### config.mk
export PLATFORM = sky130hd
export DESIGN_NAME = ccu_wb_sequencer
export DESIGN_NICKNAME = d
export VERILOG_FILES = /design/src/rtl/ccu_wb_sequencer.sv
export SDC_FILE = /design/constraint.sdc
export NUM_CORES = 1
export LEC_CHECK = 0
export ABC_AREA = 1
export CAP_MARGIN = 20
export CORE_MARGIN = 8
export CORE_UTILIZATION = 30
export DETAILED_ROUTE_END_ITERATION = 10
export PLACE_DENSITY = 0.66
export SLEW_MARGIN = 0
export SYNTH_ARGS = -nofsm -noshare
export SYNTH_HDL_FRONTEND = slang
export SYNTH_SLANG_ARGS = --single-unit
### constraint.sdc
create_clock -name clk_i -period 54.7 [get_ports clk_i]
set_input_delay 10.94 -clock clk_i [delete_from_list [all_inputs] [get_ports clk_i]]
set_output_delay 10.94 -clock clk_i [all_outputs]
set_load 0.02 [all_outputs]
### src/rtl/ccu_wb_sequencer.sv
// Dirty-line writeback sequencer: one AW, Beats W beats, one B per request; aw_valid one cycle after accept.
// Optional CCU_WB_SEQ_STATS_EN adds a saturating writeback counter; all valids hold until their ready.
module ccu_wb_sequencer #(
  parameter int AddrWidth = 64,
  parameter int DataWidth = 64,
  parameter int LineWidth = 512,
  parameter int IdWidth   = 4,
  parameter int WbId      = 0
) (
  input  logic                   clk_i,
  input  logic                   rst_i,
  input  logic                   req_valid_i,
  output logic                   req_ready_o,
  input  logic [AddrWidth-1:0]   req_addr_i,
  input  logic [LineWidth-1:0]   req_data_i,
  output logic                   aw_valid_o,
  input  logic                   aw_ready_i,
  output logic [AddrWidth-1:0]   aw_addr_o,
  output logic [7:0]             aw_len_o,
  output logic [2:0]             aw_size_o,
  output logic [IdWidth-1:0]     aw_id_o,
  output logic                   w_valid_o,
  input  logic                   w_ready_i,
  output logic [DataWidth-1:0]   w_data_o,
  output logic [DataWidth/8-1:0] w_strb_o,
  output logic                   w_last_o,
  input  logic                   b_valid_i,
  output logic                   b_ready_o,
  input  logic [1:0]             b_resp_i,
  output logic                   busy_o,
  output logic                   done_o,
  output logic                   err_o,
  output logic [15:0]            wb_count_o
);

  localparam int Beats     = LineWidth / DataWidth;
  localparam int AxSize    = $clog2(DataWidth / 8);
  localparam int LineAlign = $clog2(LineWidth / 8);
  localparam int Align     = (LineAlign > AxSize) ? LineAlign : AxSize;
  localparam int CntWidth  = (Beats > 1) ? $clog2(Beats) : 1;
  localparam logic [CntWidth-1:0]  LastBeat  = CntWidth'(Beats - 1);
  localparam logic [AddrWidth-1:0] AlignMask = ~((AddrWidth'(1) << Align) - AddrWidth'(1));

  typedef enum logic [1:0] {
    IDLE,
    AW,
    W,
    B
  } state_e;

  state_e                state, state_nxt;
  logic [CntWidth-1:0]   cnt, cnt_nxt;
  logic [AddrWidth-1:0]  addr_q;
  logic [LineWidth-1:0]  line_q;
  logic                  req_accept;
  logic [DataWidth-1:0]  beat_slice [Beats];
  logic                  unused_resp;

  // Only SLVERR/DECERR matter, both of which carry bit 1.
  assign unused_resp = b_resp_i[0];

  for (genvar g = 0; g < Beats; g++) begin : g_slice
    assign beat_slice[g] = line_q[g*DataWidth +: DataWidth];
  end

  assign req_accept = req_valid_i && req_ready_o;

  always_ff @(posedge clk_i or posedge rst_i) begin
    if (rst_i) begin
      state  <= IDLE;
      cnt    <= '0;
      addr_q <= '0;
      line_q <= '0;
    end else begin
      state <= state_nxt;
      cnt   <= cnt_nxt;
      if (req_accept) begin
        addr_q <= req_addr_i & AlignMask;
        line_q <= req_data_i;
      end
    end
  end

  always_comb begin
    state_nxt   = state;
    cnt_nxt     = cnt;
    req_ready_o = 1'b0;
    aw_valid_o  = 1'b0;
    w_valid_o   = 1'b0;
    w_last_o    = 1'b0;
    b_ready_o   = 1'b0;
    done_o      = 1'b0;
    err_o       = 1'b0;
    case (state)
      IDLE: begin
        req_ready_o = 1'b1;
        if (req_valid_i) state_nxt = AW;
      end
      AW: begin
        aw_valid_o = 1'b1;
        if (aw_ready_i) state_nxt = W;
      end
      W: begin
        w_valid_o = 1'b1;
        w_last_o  = (cnt == LastBeat);
        if (w_ready_i) begin
          if (cnt == LastBeat) begin
            cnt_nxt   = '0;
            state_nxt = B;
          end else begin
            cnt_nxt = cnt + CntWidth'(1);
          end
        end
      end
      B: begin
        b_ready_o = 1'b1;
        if (b_valid_i) begin
          done_o    = 1'b1;
          err_o     = b_resp_i[1];
          state_nxt = IDLE;
        end
      end
      default: state_nxt = IDLE;
    endcase
  end

  assign aw_addr_o = addr_q;
  assign aw_len_o  = 8'(Beats - 1);
  assign aw_size_o = 3'(AxSize);
  assign aw_id_o   = IdWidth'(WbId);
  assign w_data_o  = beat_slice[cnt];
  assign w_strb_o  = '1;
  assign busy_o    = (state != IDLE);

`ifdef CCU_WB_SEQ_STATS_EN
  logic [15:0] wb_count;

  always_ff @(posedge clk_i or posedge rst_i) begin
    if (rst_i) begin
      wb_count <= '0;
    end else if (done_o && (wb_count != 16'hFFFF)) begin
      wb_count <= wb_count + 16'd1;
    end
  end

  assign wb_count_o = wb_count;
`else
  assign wb_count_o = '0;
`endif

endmodule

==> summary.md <==
| Metric | Value |
|---|---|
| Ys Warns | `0` |
| Max VDD drop | `0.0000428 V` |
| Pins over their slew limit | `0` |
| NumNets Final | `around 4800` |
| Row Count | `between 100 and 150` |
| Detailed Place HPWL | `between 70000 and 80000 um` |
| Gpl congestion | `between 0.8 and 0.9` |
| Die width | `326 um` |
| Critical Path RT | `43.76 ns` |
| Resized cells post-CTS | `0` |
| Critical Path Start | `b_valid_i` |
| Port bufs | `approximately 710` |
| Clock sinks | `~580` |
| Drt wl/cell | `roughly 19 um` |
| # Post-CTS Setup Buffers | `0` |
| Max Clk Rate | `approximately 0.043 GHz` |
| Placed Cells | `about 5400` |
| Min-Delay Startpoint | `aw_addr_o[34]$_DFFE_PP0P_` |
| RSZ-0062 raised after global routing | `no` |
| Clock-pin slew on the worst setup and hold paths | `roughly 0.06 ns` |
| Clk buf depth | `3` |
| Leakage power | `~19 nW` |
| Headroom to the max-slew limit | `4.37%` |
| Sequential share of the synthesized area | `approximately half` |
| Final hold vios | `0` |
| Netlist Area Pre-Place | `28900 sq um` |
| HP Class | `reg -> reg` |
| Final core occ | `39.8%` |
| Synth Instances | `3577` |
| Clock Latency Late Sink | `roughly 0.63 ns` |
| Hold Slack | `between 0.5 and 0.6 ns` |
| Synth top area cells | `dfrtp_1, nand2_1, a21oi_1` |
| PwrDens | `about 60 nW/um^2` |
| Post-CTS Hold Buffers | `0` |
| Routed vias/inst | `4.49` |
| Initial DRT Pass Iterations | `5` |
| Largest net degree at the start of global routing | `between 200 and 250` |
| Starting Density | `between 30% and 40%` |
| Setup tns final | `0 ns` |
| Area Overhead vs Synth | `32.4%` |
| Slew @ Worst Pin | `1.43 ns` |
| DRC viols | `0` |
| Part of the cycle the worst path needs | `42.3%` |
| Area leader, netlist | `dfrtp_1` |
| CTS Buf Count | `71` |
| Critical path type | `in -> out` |
| GR Util All Layers | `about 18%` |
| Fillers | `around 9800` |
| Final setup viols | `0` |
| Worst R2R Start | `state[0]$_DFFE_PP0P_` |
| Htree depth | `3` |
| Total grt overflow | `0` |
| Netlist cell types | `21` |
| CP Launch Type | `primary input` |
| Max-cap violations | `0` |
| Status | `complete, no violations` |
| Final setup skew | `0.0232 ns` |
| Post-route insts no fill | `approximately 5500` |
| Routed Antenna Nets | `0` |
| Commonest non-fill, non-tap cell in the layout | `nand2_1` |
| CORE AREA | `between 90000 and 100000 sq um` |
| CTS root buf | `clkbuf_16` |
| Post-synthesis area per instance | `8.08 sq um` |
| Worst Path Max Fanout | `2` |
| CTS tree | `done` |
| Antenna violations before repair | `between 50 and 60` |
| Ports | `between 700 and 800` |
| Worst path arrival time | `around 12 ns` |
| Die height | `326 um` |
| DR vias | `around 25000` |
| Die area | `107000 sq um` |
| Yosys top cell area share | `between 40% and 50%` |
| Total routed wirelength | `slightly above 100000 um` |
| Yosys reg bits | `575` |
| First-pass GRT wire length | `around 150000 um` |
| Share of cells above drive strength 1 | `~7%` |
| Number of global-route vias before repair | `24300` |
| Critical Path End Type | `output pin` |
| Leading cell types in the layout, fill and taps excluded | `nand2_1, clkdlybuf4s50_1, dfrtp_1` |
| Iter 0 DRT Violations | `roughly 1800` |
| Power, Total | `around 0.0023 W` |
| Crit path time final | `around 23 ns` |
==> flip-flops by register name, summed over array words and instances (netlist names) <==
name / flops
line_q: 512
state: 2
cnt: 3
aw_addr_o: 58
==> cell usage after synthesis <==
| cell type | number |
|---|---|
| nand2_1 | 846 |
| dfrtp_1 | 575 |
| inv_1 | 529 |
| nor2_1 | 514 |
| a21oi_1 | 414 |
| nand3_1 | 261 |
| buf_6 | 105 |
| a21oi_2 | 98 |
| buf_4 | 80 |
| buf_2 | 60 |
| mux2_4 | 58 |
| clkbuf_1 | 17 |
| ha_1 | 8 |
| o21ai_0 | 3 |
| conb_1 | 2 |
| o21bai_1 | 2 |
| buf_1 | 1 |
| buf_8 | 1 |
| inv_4 | 1 |
| nand2_2 | 1 |
| or2_2 | 1 |
==> report_power, final <==
group | switching [W] | internal, W | total, W
clock network | 0.000194 | 0.000282 | 0.000476
logic | 0.000724 | 0.000423 | 0.00115
registers | 0.0000675 | 0.000624 | 0.000691
==> per-stage QoR <==
step | area, sq um | setup slack, ns
after floorplan | 29100 | 27.67
after global placement | 35800 | 31.55
after detailed placement | 35800 | 31.57
after CTS | 38200 | 31.56
after global routing | 38300 | 31.52
final | 38300 | 31.56
==> layer usage <==
layer / routed length, um / global-route usage [%] / share of wire [%]
met1: 44100 / 24.1 / 43
met2: 46400 / 28.5 / 45
met5: 144 / 0 / 0.14
met3: 7990 / 5.54 / 7.8
met4: 3650 / 7.04 / 3.6
==> final cells by class <==
class	count	area, sq um	share of cell area (%)
sequential	575	14400	37.6
antenna	39	97.6	0.255
timing repair buffer	729	7300	19.1
multi-input combinational	2251	10500	27.5
clock inverter	28	315	0.824
clock buffer	98	2010	5.25
inverter	530	2010	5.25
tap	1276	1600	4.17
==> kinds of logic after synthesis <==
group,Yosys count,synth area share (%)
multiplexers,58,3.01
AND/OR/NAND/NOR,1623,22.2
other,2,0.0260
AO/OA/AOI/OAI,517,10.2
adder cells (fa/ha/maj),8,0.346
flip-flops,575,49.8
buffers and inverters,794,14.4
==> worst max-delay path, cell delays in order <==
cell	delay [ns]
clkdlybuf4s50_1	0.47
nand2_1	0.08
nor2_1	0.09
clkdlybuf4s50_1	0.61
==> path summary, 6_finish.rpt <==
path,to,slack (ns),cells past startpoint
setup reg to reg,aw_addr_o[41]$_DFFE_PP0P_,50.05,7
setup / recovery,err_o,31.56,4
min in group asynchronous,line_q[251]$_DFFE_PP0P_,10.85,2
max in group asynchronous,line_q[144]$_DFFE_PP0P_,41.54,4
hold / removal,aw_addr_o[34]$_DFFE_PP0P_,0.51,1
hold reg to reg,aw_addr_o[34]$_DFFE_PP0P_,0.51,1
Note: power is estimated with default switching activity, not from simulation.
